[src/rtl/riscv_pkg.sv]
// Shared encodings for the memory stage: funct3 load/store codes, write-back
// select, FSM states and the access-legality helper.
package riscv_pkg;

  localparam logic [2:0] F3_LB  = 3'b000;
  localparam logic [2:0] F3_LH  = 3'b001;
  localparam logic [2:0] F3_LW  = 3'b010;
  localparam logic [2:0] F3_LBU = 3'b100;
  localparam logic [2:0] F3_LHU = 3'b101;
  localparam logic [2:0] F3_SB  = 3'b000;
  localparam logic [2:0] F3_SH  = 3'b001;
  localparam logic [2:0] F3_SW  = 3'b010;

  localparam logic [1:0] MTR_ALU = 2'b00;
  localparam logic [1:0] MTR_MEM = 2'b01;
  localparam logic [1:0] MTR_PC4 = 2'b10;

  typedef enum logic {
    IDLE,
    WAIT
  } memState_e;

  // Exactly one of load/store, a defined funct3 for that direction, and natural alignment.
  function automatic logic legalAccess(input logic isLoad, input logic isStore,
                                       input logic [2:0] f3, input logic [1:0] addrLo);
    logic ok;
    ok = 1'b0;
    if (isLoad && !isStore) begin
      case (f3)
        F3_LB, F3_LBU: ok = 1'b1;
        F3_LH, F3_LHU: ok = ~addrLo[0];
        F3_LW:         ok = (addrLo == 2'b00);
        default:       ok = 1'b0;
      endcase
    end else if (isStore && !isLoad) begin
      case (f3)
        F3_SB:   ok = 1'b1;
        F3_SH:   ok = ~addrLo[0];
        F3_SW:   ok = (addrLo == 2'b00);
        default: ok = 1'b0;
      endcase
    end
    return ok;
  endfunction

endpackage

[src/rtl/memory_cycle_if.sv]
// Data-memory request/response bus between the MEM stage and the memory.
interface memory_cycle_if #(
  parameter int XLEN = 32
);
  logic            dmem_req;
  logic            dmem_we;
  logic [XLEN-1:0] dmem_addr;
  logic [XLEN-1:0] dmem_wdata;
  logic [3:0]      dmem_be;
  logic [XLEN-1:0] dmem_rdata;
  logic            dmem_ready;

  modport master (
    output dmem_req, dmem_we, dmem_addr, dmem_wdata, dmem_be,
    input  dmem_rdata, dmem_ready
  );

  modport slave (
    input  dmem_req, dmem_we, dmem_addr, dmem_wdata, dmem_be,
    output dmem_rdata, dmem_ready
  );
endinterface

[src/rtl/load_store_align.sv]
// Byte-lane steering: store byte enables and lane replication, load lane
// selection with sign/zero extension. Purely combinational.
module load_store_align
  import riscv_pkg::*;
#(
  parameter int XLEN = 32
) (
  input  logic [2:0]      funct3,
  input  logic            isStore,
  input  logic [1:0]      addrLo,
  input  logic [XLEN-1:0] storeData,
  input  logic [XLEN-1:0] loadWord,
  output logic [3:0]      byteEn,
  output logic [XLEN-1:0] storeLanes,
  output logic [XLEN-1:0] loadData
);

  logic [XLEN-1:0] laneWord;

  always_comb begin
    laneWord   = loadWord >> {addrLo, 3'b000};
    byteEn     = '1;
    storeLanes = storeData;
    loadData   = loadWord;
    // Store and load codes coincide for B/H/W, so one case covers both directions.
    case (funct3)
      F3_LB: begin
        storeLanes = {(XLEN/8){storeData[7:0]}};
        loadData   = {{(XLEN-8){laneWord[7]}}, laneWord[7:0]};
        if (isStore) byteEn = 4'b0001 << addrLo;
      end
      F3_LH: begin
        storeLanes = {(XLEN/16){storeData[15:0]}};
        loadData   = {{(XLEN-16){laneWord[15]}}, laneWord[15:0]};
        if (isStore) byteEn = 4'b0011 << addrLo;
      end
      F3_LBU: loadData = {{(XLEN-8){1'b0}}, laneWord[7:0]};
      F3_LHU: loadData = {{(XLEN-16){1'b0}}, laneWord[15:0]};
      default: begin
        storeLanes = storeData;
        loadData   = loadWord;
      end
    endcase
  end

endmodule

[src/rtl/memory_cycle.sv]
// MEM pipeline stage: issues data-memory accesses, waits for ready with a
// bounded timeout, and registers results into the MEM/WB stage.
module memory_cycle
  import riscv_pkg::*;
#(
  parameter int XLEN    = 32,
  parameter int TIMEOUT = 255
) (
  input  logic            clk,
  input  logic            rst,
  input  logic            RegWriteM,
  input  logic [1:0]      Mem_to_RegM,
  input  logic            MemReadM,
  input  logic            MemWriteM,
  input  logic [2:0]      funct3M,
  input  logic [4:0]      RD_M,
  input  logic [XLEN-1:0] ALUOutM,
  input  logic [XLEN-1:0] WriteDataM,
  input  logic [XLEN-1:0] PCPlus4M,
  memory_cycle_if.master  dmem,
  output logic            RegWriteW,
  output logic [1:0]      Mem_to_RegW,
  output logic [4:0]      RD_W,
  output logic [XLEN-1:0] ALUOutW,
  output logic [XLEN-1:0] ReadDataW,
  output logic [XLEN-1:0] PCPlus4W,
  output logic            StallM,
  output logic            ExcM,
  output logic            BusErrM
);

  localparam int CW = (TIMEOUT < 2) ? 1 : $clog2(TIMEOUT + 1);
  localparam logic [CW-1:0] CNT_MAX  = CW'(TIMEOUT);
  localparam logic [CW-1:0] CNT_LAST = CW'(TIMEOUT - 1);

  memState_e       state, stateNext;
  logic [CW-1:0]   waitCnt;
  logic            memOp, legalOp, excNow, timeout, bubble;
  logic [3:0]      byteEn;
  logic [XLEN-1:0] storeLanes, loadData;

  load_store_align #(.XLEN(XLEN)) align (
    .funct3    (funct3M),
    .isStore   (MemWriteM),
    .addrLo    (ALUOutM[1:0]),
    .storeData (WriteDataM),
    .loadWord  (dmem.dmem_rdata),
    .byteEn    (byteEn),
    .storeLanes(storeLanes),
    .loadData  (loadData)
  );

  // The issue cycle in IDLE counts as the first unanswered cycle, so WAIT gives
  // up while the counter reads TIMEOUT-1; it reaches TIMEOUT on that same edge.
  always_comb begin
    memOp     = MemReadM | MemWriteM;
    legalOp   = legalAccess(MemReadM, MemWriteM, funct3M, ALUOutM[1:0]);
    excNow    = memOp & ~legalOp;
    timeout   = (state == WAIT) && (waitCnt == CNT_LAST) && !dmem.dmem_ready;
    StallM    = legalOp & ~dmem.dmem_ready & ~timeout;
    bubble    = StallM | excNow | timeout;
    stateNext = state;
    case (state)
      IDLE:    if (legalOp && !dmem.dmem_ready) stateNext = WAIT;
      WAIT:    if (dmem.dmem_ready || timeout) stateNext = IDLE;
      default: stateNext = IDLE;
    endcase
  end

  assign dmem.dmem_req   = legalOp & ~timeout & ~rst;
  assign dmem.dmem_we    = MemWriteM;
  assign dmem.dmem_addr  = {ALUOutM[XLEN-1:2], 2'b00};
  assign dmem.dmem_wdata = storeLanes;
  assign dmem.dmem_be    = byteEn;

  always_ff @(posedge clk or posedge rst) begin
    if (rst) state <= IDLE;
    else     state <= stateNext;
  end

  always_ff @(posedge clk or posedge rst) begin
    if (rst) begin
      waitCnt <= '0;
    end else if (state == IDLE && stateNext == WAIT) begin
      waitCnt <= '0;
    end else if (state == WAIT && waitCnt != CNT_MAX) begin
      waitCnt <= waitCnt + 1'b1;
    end
  end

  always_ff @(posedge clk or posedge rst) begin
    if (rst) begin
      RegWriteW   <= 1'b0;
      Mem_to_RegW <= MTR_ALU;
      RD_W        <= '0;
      ALUOutW     <= '0;
      ReadDataW   <= '0;
      PCPlus4W    <= '0;
      ExcM        <= 1'b0;
      BusErrM     <= 1'b0;
    end else begin
      ExcM    <= excNow;
      BusErrM <= timeout;
      if (bubble) begin
        RegWriteW   <= 1'b0;
        Mem_to_RegW <= MTR_ALU;
        RD_W        <= '0;
        ALUOutW     <= '0;
        ReadDataW   <= '0;
        PCPlus4W    <= '0;
      end else begin
        RegWriteW   <= RegWriteM;
        Mem_to_RegW <= Mem_to_RegM;
        RD_W        <= RD_M;
        ALUOutW     <= ALUOutM;
        ReadDataW   <= (legalOp && MemReadM) ? loadData : '0;
        PCPlus4W    <= PCPlus4M;
      end
    end
  end

endmodule

[src/flat_wrapper.sv]
// flat-port wrapper written by rule: the top's interface ports become plain ports
module memory_cycle_flat import riscv_pkg::*;
#(
  parameter int XLEN    = 32,
  parameter int TIMEOUT = 255
)
  (clk, rst, RegWriteM, Mem_to_RegM, MemReadM, MemWriteM, funct3M, RD_M, ALUOutM, WriteDataM, PCPlus4M, RegWriteW, Mem_to_RegW, RD_W, ALUOutW, ReadDataW, PCPlus4W, StallM, ExcM, BusErrM, dmem_dmem_req, dmem_dmem_we, dmem_dmem_addr, dmem_dmem_wdata, dmem_dmem_be, dmem_dmem_rdata, dmem_dmem_ready);
  memory_cycle_if #(.XLEN(XLEN)) dmem_i ();
  input  logic clk;
  input  logic rst;
  input  logic RegWriteM;
  input  logic [1:0] Mem_to_RegM;
  input  logic MemReadM;
  input  logic MemWriteM;
  input  logic [2:0] funct3M;
  input  logic [4:0] RD_M;
  input  logic [XLEN-1:0] ALUOutM;
  input  logic [XLEN-1:0] WriteDataM;
  input  logic [XLEN-1:0] PCPlus4M;
  output logic RegWriteW;
  output logic [1:0] Mem_to_RegW;
  output logic [4:0] RD_W;
  output logic [XLEN-1:0] ALUOutW;
  output logic [XLEN-1:0] ReadDataW;
  output logic [XLEN-1:0] PCPlus4W;
  output logic StallM;
  output logic ExcM;
  output logic BusErrM;
  output wire logic [$bits(dmem_i.dmem_req)-1:0] dmem_dmem_req;
  output wire logic [$bits(dmem_i.dmem_we)-1:0] dmem_dmem_we;
  output wire logic [$bits(dmem_i.dmem_addr)-1:0] dmem_dmem_addr;
  output wire logic [$bits(dmem_i.dmem_wdata)-1:0] dmem_dmem_wdata;
  output wire logic [$bits(dmem_i.dmem_be)-1:0] dmem_dmem_be;
  input wire logic [$bits(dmem_i.dmem_rdata)-1:0] dmem_dmem_rdata;
  input wire logic [$bits(dmem_i.dmem_ready)-1:0] dmem_dmem_ready;
  assign dmem_dmem_req = dmem_i.dmem_req;
  assign dmem_dmem_we = dmem_i.dmem_we;
  assign dmem_dmem_addr = dmem_i.dmem_addr;
  assign dmem_dmem_wdata = dmem_i.dmem_wdata;
  assign dmem_dmem_be = dmem_i.dmem_be;
  assign dmem_i.dmem_rdata = dmem_dmem_rdata;
  assign dmem_i.dmem_ready = dmem_dmem_ready;
  memory_cycle #(.XLEN(XLEN), .TIMEOUT(TIMEOUT)) u_core (.clk(clk), .rst(rst), .RegWriteM(RegWriteM), .Mem_to_RegM(Mem_to_RegM), .MemReadM(MemReadM), .MemWriteM(MemWriteM), .funct3M(funct3M), .RD_M(RD_M), .ALUOutM(ALUOutM), .WriteDataM(WriteDataM), .PCPlus4M(PCPlus4M), .dmem(dmem_i), .RegWriteW(RegWriteW), .Mem_to_RegW(Mem_to_RegW), .RD_W(RD_W), .ALUOutW(ALUOutW), .ReadDataW(ReadDataW), .PCPlus4W(PCPlus4W), .StallM(StallM), .ExcM(ExcM), .BusErrM(BusErrM));
endmodule
[config.mk]
export PLATFORM = sky130hd
export DESIGN_NAME = memory_cycle_flat
export DESIGN_NICKNAME = d
export VERILOG_FILES = /design/src/rtl/riscv_pkg.sv /design/src/rtl/memory_cycle_if.sv /design/src/rtl/load_store_align.sv /design/src/rtl/memory_cycle.sv /design/src/flat_wrapper.sv
export SDC_FILE = /design/constraint.sdc
export NUM_CORES = 1
export LEC_CHECK = 0
export ABC_CLOCK_PERIOD_IN_PS = 4600
export BUFFER_PORTS_ARGS = -buffer_cell sky130_fd_sc_hd__buf_2
export CAP_MARGIN = 20
export CORE_AREA = 2 2 124 126
export DETAILED_ROUTE_END_ITERATION = 10
export DIE_AREA = 0 0 126 128
export GPL_ROUTABILITY_DRIVEN = 1
export PLACE_DENSITY = 0.68
export SLEW_MARGIN = 20
export SYNTH_ARGS = -nofsm -noshare
export SYNTH_HDL_FRONTEND = slang
export SYNTH_SLANG_ARGS = --single-unit
[constraint.sdc]
create_clock -name clk -period 4.6 [get_ports clk]
set_clock_uncertainty 0.1 [all_clocks]
set_input_delay 0.46 -clock clk [delete_from_list [all_inputs] [get_ports clk]]
set_output_delay 0.46 -clock clk [all_outputs]
set_load 0.1 [all_outputs]
======== Yosys cells after proc, flatten, opt, wreduce, memory -nomap -nowiden ========
Index checks and enable logic that the tools add are counted.
W data, S select, Z words.
cells by class
  add/subtract/negate cells ............... 1
  equal/unequal tests ..................... 6
  shift operators ......................... 3
  multiplexer cells ....................... 21
  bitwise operators ....................... 14
  reductions and logical operators ........ 17
operator list
  operator               number
  $mux W32               4
  $pmux W32 S4           1
  $pmux W32 S2           1
  $shr A32 B5 Y16        1
  $mux W8                2
  $add A8 B1 Y8 const B  1
  $eq A8 B8 Y1 const B   1
  $logic_and A1 B1 Y1    8
  $mux W4                2
  $ne A8 B8 Y1 const B   1
  $pmux W4 S2            1
  $eq A3 B3 Y1 const B   2
  $not A1 Y1             6
  $pmux W1 S3            2
  $and A1 B1 Y1          5
  $mux W1                5
  $mux W5                1
  $reduce_or A2 Y1       2
  $shl A1 B2 Y4 const A  1
  $shl A2 B2 Y4 const A  1
  $eq A3 B1 Y1 const B   1
  $eq A3 B2 Y1 const B   1
  $logic_not A1 Y1       3
  $logic_not A3 Y1       1
  other kinds (6)        8
word-level totals
  bits in registers ....................... 115
  logic and storage cells ................. 72

======== Depth between registers and ports, before layout ========
  depth in word-level cells ............... 9
  depth in mapped cells ................... 10

======== By module ========
Synthesis repeated with hierarchy kept, for this count alone.
second synthesis, totals
  cells, all modules ...................... 497
  area, all modules ....................... 5476.5 µm²
by module, submodules not included
  module            times used  cells an instance  area an instance (µm²)
  memory_cycle      1           320                4184.0
  load_store_align  1           177                1292.5

======== Least setup slack after synthesis ========
Ideal clock, no wire load.
  path type ............................... input -> output
  start point ............................. in ALUOutM[0]
  end point ............................... out dmem_dmem_req
  arrival time ............................ 3591 ps
  setup slack ............................. 449 ps
  cell stages on the path ................. 8
  path buffers ............................ 3
  cell sequence ........................... clkbuf_2 buf_4 buf_4 inv_1 ha_1 nor3b_2 o22ai_2 nor3_1
between the ends
  cells in the longest elaborated chain, start to end .. 6
  elaborated cells on any way between the ends .. 8
ends and longest elaborated chain
  item                                            RTL line            source
  start: declaration                              flat_wrapper.sv:17  input logic [XLEN-1:0] ALUOutM;
  $logic_not A2 Y1 or $not A1 Y1 (tied branches)  -
  $pmux W1 S3                                     riscv_pkg.sv:36     case (f3)
  $mux W1                                         riscv_pkg.sv:35     end else if (isStore && !isLoad) begin
  $mux W1 (*)                                     riscv_pkg.sv:28     if (isLoad && !isStore) begin
  $and A1 B1 Y1 (*) (2 in series)                 memory_cycle.sv:70  assign dmem.dmem_req = legalOp & ~timeout & ~rst;
  end: declaration                                flat_wrapper.sv:29  output wire logic [$bits(dmem_i.dmem_req)-1:0] dmem_dmem_req;
Mark *: on every way between the ends. The rest lies on a longest branch, timed or not.

======== Final worst setup path ========
  start point ............................. in funct3M[0]
  end point ............................... out dmem_dmem_wdata[13]
between the ends
  cells in the longest elaborated chain, start to end .. 2
  elaborated cells on any way between the ends .. 3
ends and longest elaborated chain
  item                                              RTL line                source
  start: declaration                                flat_wrapper.sv:15      input logic [2:0] funct3M;
  $eq A3 B1 Y1 or $logic_not A3 Y1 (tied branches)  load_store_align.sv:26  case (funct3)
  $pmux W32 S2 (*)                                  load_store_align.sv:26
  end: declaration                                  flat_wrapper.sv:32      output wire logic [$bits(dmem_i.dmem_wdata)-1:0] dmem_dmem_wdata;
Marked as above.

==> impl_metrics.toml <==
[outcome]
status = "complete, no violations"

[worst_setup_path]
critPathCaptureType = "primary output"
arrival_ns = 2.23
crit_required_ns = 4.04
critPathLaunchType = "input port"
path_max_fanout = 25
worstSetupPathType = "input port to primary output"

[power_and_ir_drop]
vdd_drop_max_mv = 0.238
leakage_nw = 4.24
pwr_density_cell_nw_per_um2 = 453

[cells_and_area]
antenna_cells = 0
drive_gt1_share_pct = 48.8
fin_util_pct = 49.3
regArea_sq_um = 2880
n_fill_cell = 1437
nets = 920
multi_input_area_sq_um = 1970
syn_to_final_growth_pct = 37.5

[yosys]
yosys_warnings = 0
synth-edff-count = 0
yosys-top-cells-count = "dfrtp_1 (115), and3_1 (73), nor2_1 (45)"
syn_area_sq_um = 5340
ys_ff_latch = 115
yosysUniqueCellTypes = 45
syn_avg_cell_area_sq_um = 10.6
synth_top_area_share_pct = 53.9
async_flop_share_pct = 100
synth_most_common_cell = "dfrtp_1"
yosysTopAreaCell = "dfrtp_1"
synth_fa_ha_area_share_pct = 1.41
synth_compound_area_share_pct = 8.96
yosys.area_share.simple_pct = 17.9
ys_seq_area_share_pct = 53.9
ys_top_cells_by_area = "dfrtp_1 (54%), and3_1 (8.6%), buf_4 (6.1%)"
synth_top_family_by_area = "simple AND/OR/NAND/NOR gates"
synth_mux_area_share_pct = 7.74
synth_xor_area_share_pct = 0.328
synthCells = 503
synth_top_flop_cell = "dfrtp_1"

[clocking]
postCtsSetupBuffers = 0
cts_buffers = 17
cts_tree = "built"
cts_max_level = 4
root_buffer = "clkbuf_16"
cts_resized = 0
clk_latency_ns = 0.41
hold_buffers = 1
cts_sinks = 115
clockBufferDepth = 2
clkSlewWorstSetupHoldPaths_ns = 0.05

[timing]
setup_viol = 0
drv_slew = 0
max_freq_ghz = 0.359
tightest_slew_ns = 0.855
finalHoldViolCount = 0
fin_setup_tns_ns = 0
rsz0062_at_grt = "no"
period_share_pct = 60.6
fin_crit_ns = 2.79
relSlewSlack_pct = 42.7

[global_routing]
antenna_found_initial = 0
grt_max_degree = 74
grt_pass1_wl_um = 24700
globalRouteOverflowTotal = 0
track_usage_pct = 19.9
grt_pass1_vias = 4526

[floorplan]
dieArea_sq_um = 16100
std_cell_rows = 45
start_util_pct = 35.9
boundaryPins = 321
die-height_um = 128
coreArea_sq_um = 14900
die_w_um = 126

[min_path]
hp-class = "input port to register"

[flow_run]
max-cap-violations = 0

[place]
place.gp.congestion = 0.816
hpwlAfterDp_um = 11900
io_buffers = 318

[drt]
avgRoutedWirePerCell_um = 16.9
drt_iter0_markers = 303
ant_nets = 0
via_per_inst = 4.86
drc = 0
totalWireLength_um = 16400
first_pass_iters = 4
num_vias = 4720
## per-stage QoR
stage | hold slack, ns | std cells | total power (W) | setup slack, ns | area [sq um]
3_5_place_dp | 0.382 | 937 | 0.00212 | 1.41 | 6740
3_3_place_gp | 0.381 | 937 | 0.00212 | 1.49 | 6740
2_1_floorplan | 0.426 | 504 | 0.00194 | 0.449 | 5340
4_1_cts | 0.166 | 970 | 0.00335 | 1.56 | 7310
6_report | 0.183 | 971 | 0.00332 | 1.81 | 7330
5_1_grt | 0.173 | 971 | 0.00346 | 1.69 | 7330
## kinds of logic after synthesis
kind of cell / Yosys count
other cells: 1
flops: 115
buf+inv: 90
xor+xnor: 2
compound gates: 76
fa+ha+maj: 6
simple gates: 175
mux: 38
## registers in the layout, summed over array words and instances (netlist names)
register and count:
u_core.BusErrM 1, u_core.RegWriteW 1, u_core.ReadDataW 32, u_core.ExcM 1
u_core.ALUOutW 32, u_core.state 1, u_core.Mem_to_RegW 2, u_core.waitCnt 8
u_core.RD_W 5, u_core.PCPlus4W 32
## final timing paths
| kind | start | slack [ns] | endpoint | cells after the start |
|---|---|---|---|---|
| worst max-delay path | funct3M[0] | 1.81 | dmem_dmem_wdata[13] | 4 |
| worst min-delay path | RD_M[4] | 0.18 | u_core.RD_W[4]$_DFF_PP0_ | 2 |
| worst max register to register | u_core.waitCnt[0]$_DFFE_PP0P_ | 2.64 | u_core.ALUOutW[15]$_DFF_PP0_ | 6 |
| worst min register to register | u_core.waitCnt[0]$_DFFE_PP0P_ | 0.50 | u_core.waitCnt[0]$_DFFE_PP0P_ | 2 |
| max in group asynchronous | rst | 2.92 | u_core.PCPlus4W[11]$_DFF_PP0_ | 4 |
| min in group asynchronous | rst | 0.50 | u_core.RD_W[2]$_DFF_PP0_ | 3 |
## metal layers
| metal | GRT usage [%] | vias to the layer above | wire length [um] |
|---|---|---|---|
| li1 | - | 2236 | - |
| met2 | 34.4 | 239 | 8380 |
| met1 | 23.8 | 2223 | 6390 |
| met3 | 5.09 | 22 | 1260 |
| met5 | 0 | - | 0 |
| met4 | 7.89 | 0 | 360 |
## where the power goes
group	leakage (nW)	switching (W)	total, W	internal (W)
Sequential	1.55	0.0000394	0.00111	0.00107
Clock	0.265	0.000468	0.00122	0.000753
Combinational	2.43	0.000810	0.000990	0.000180
## area by class of cell
class | instances | share of cell area, %
Tap cell | 188 | 3.21
Clock buffer | 19 | 6.04
Timing Repair Buffer | 323 | 22.4
Clock inverter | 13 | 1.52
Multi-Input combinational cell | 299 | 26.8
Inverter | 14 | 0.751
Sequential cell | 115 | 39.2
## critical path, cell delays in order
cell and delay [ns]:
buf_2 0.28, nor3_2 0.77, mux2_2 0.29, buf_2 0.42
## layout by cell type (no fill, tap or decap), types with 10 or more instances in the layout
master and n:
clkbuf_16 17, nor2_1 44, mux2_2 16, inv_1 13, a21oi_1 35, nand3_1 10, buf_2 318, dfrtp_1 115
o21ai_0 11, nand2_1 15, and3_1 73, mux2i_1 21
No activity file was read; power rests on OpenSTA's default activity.
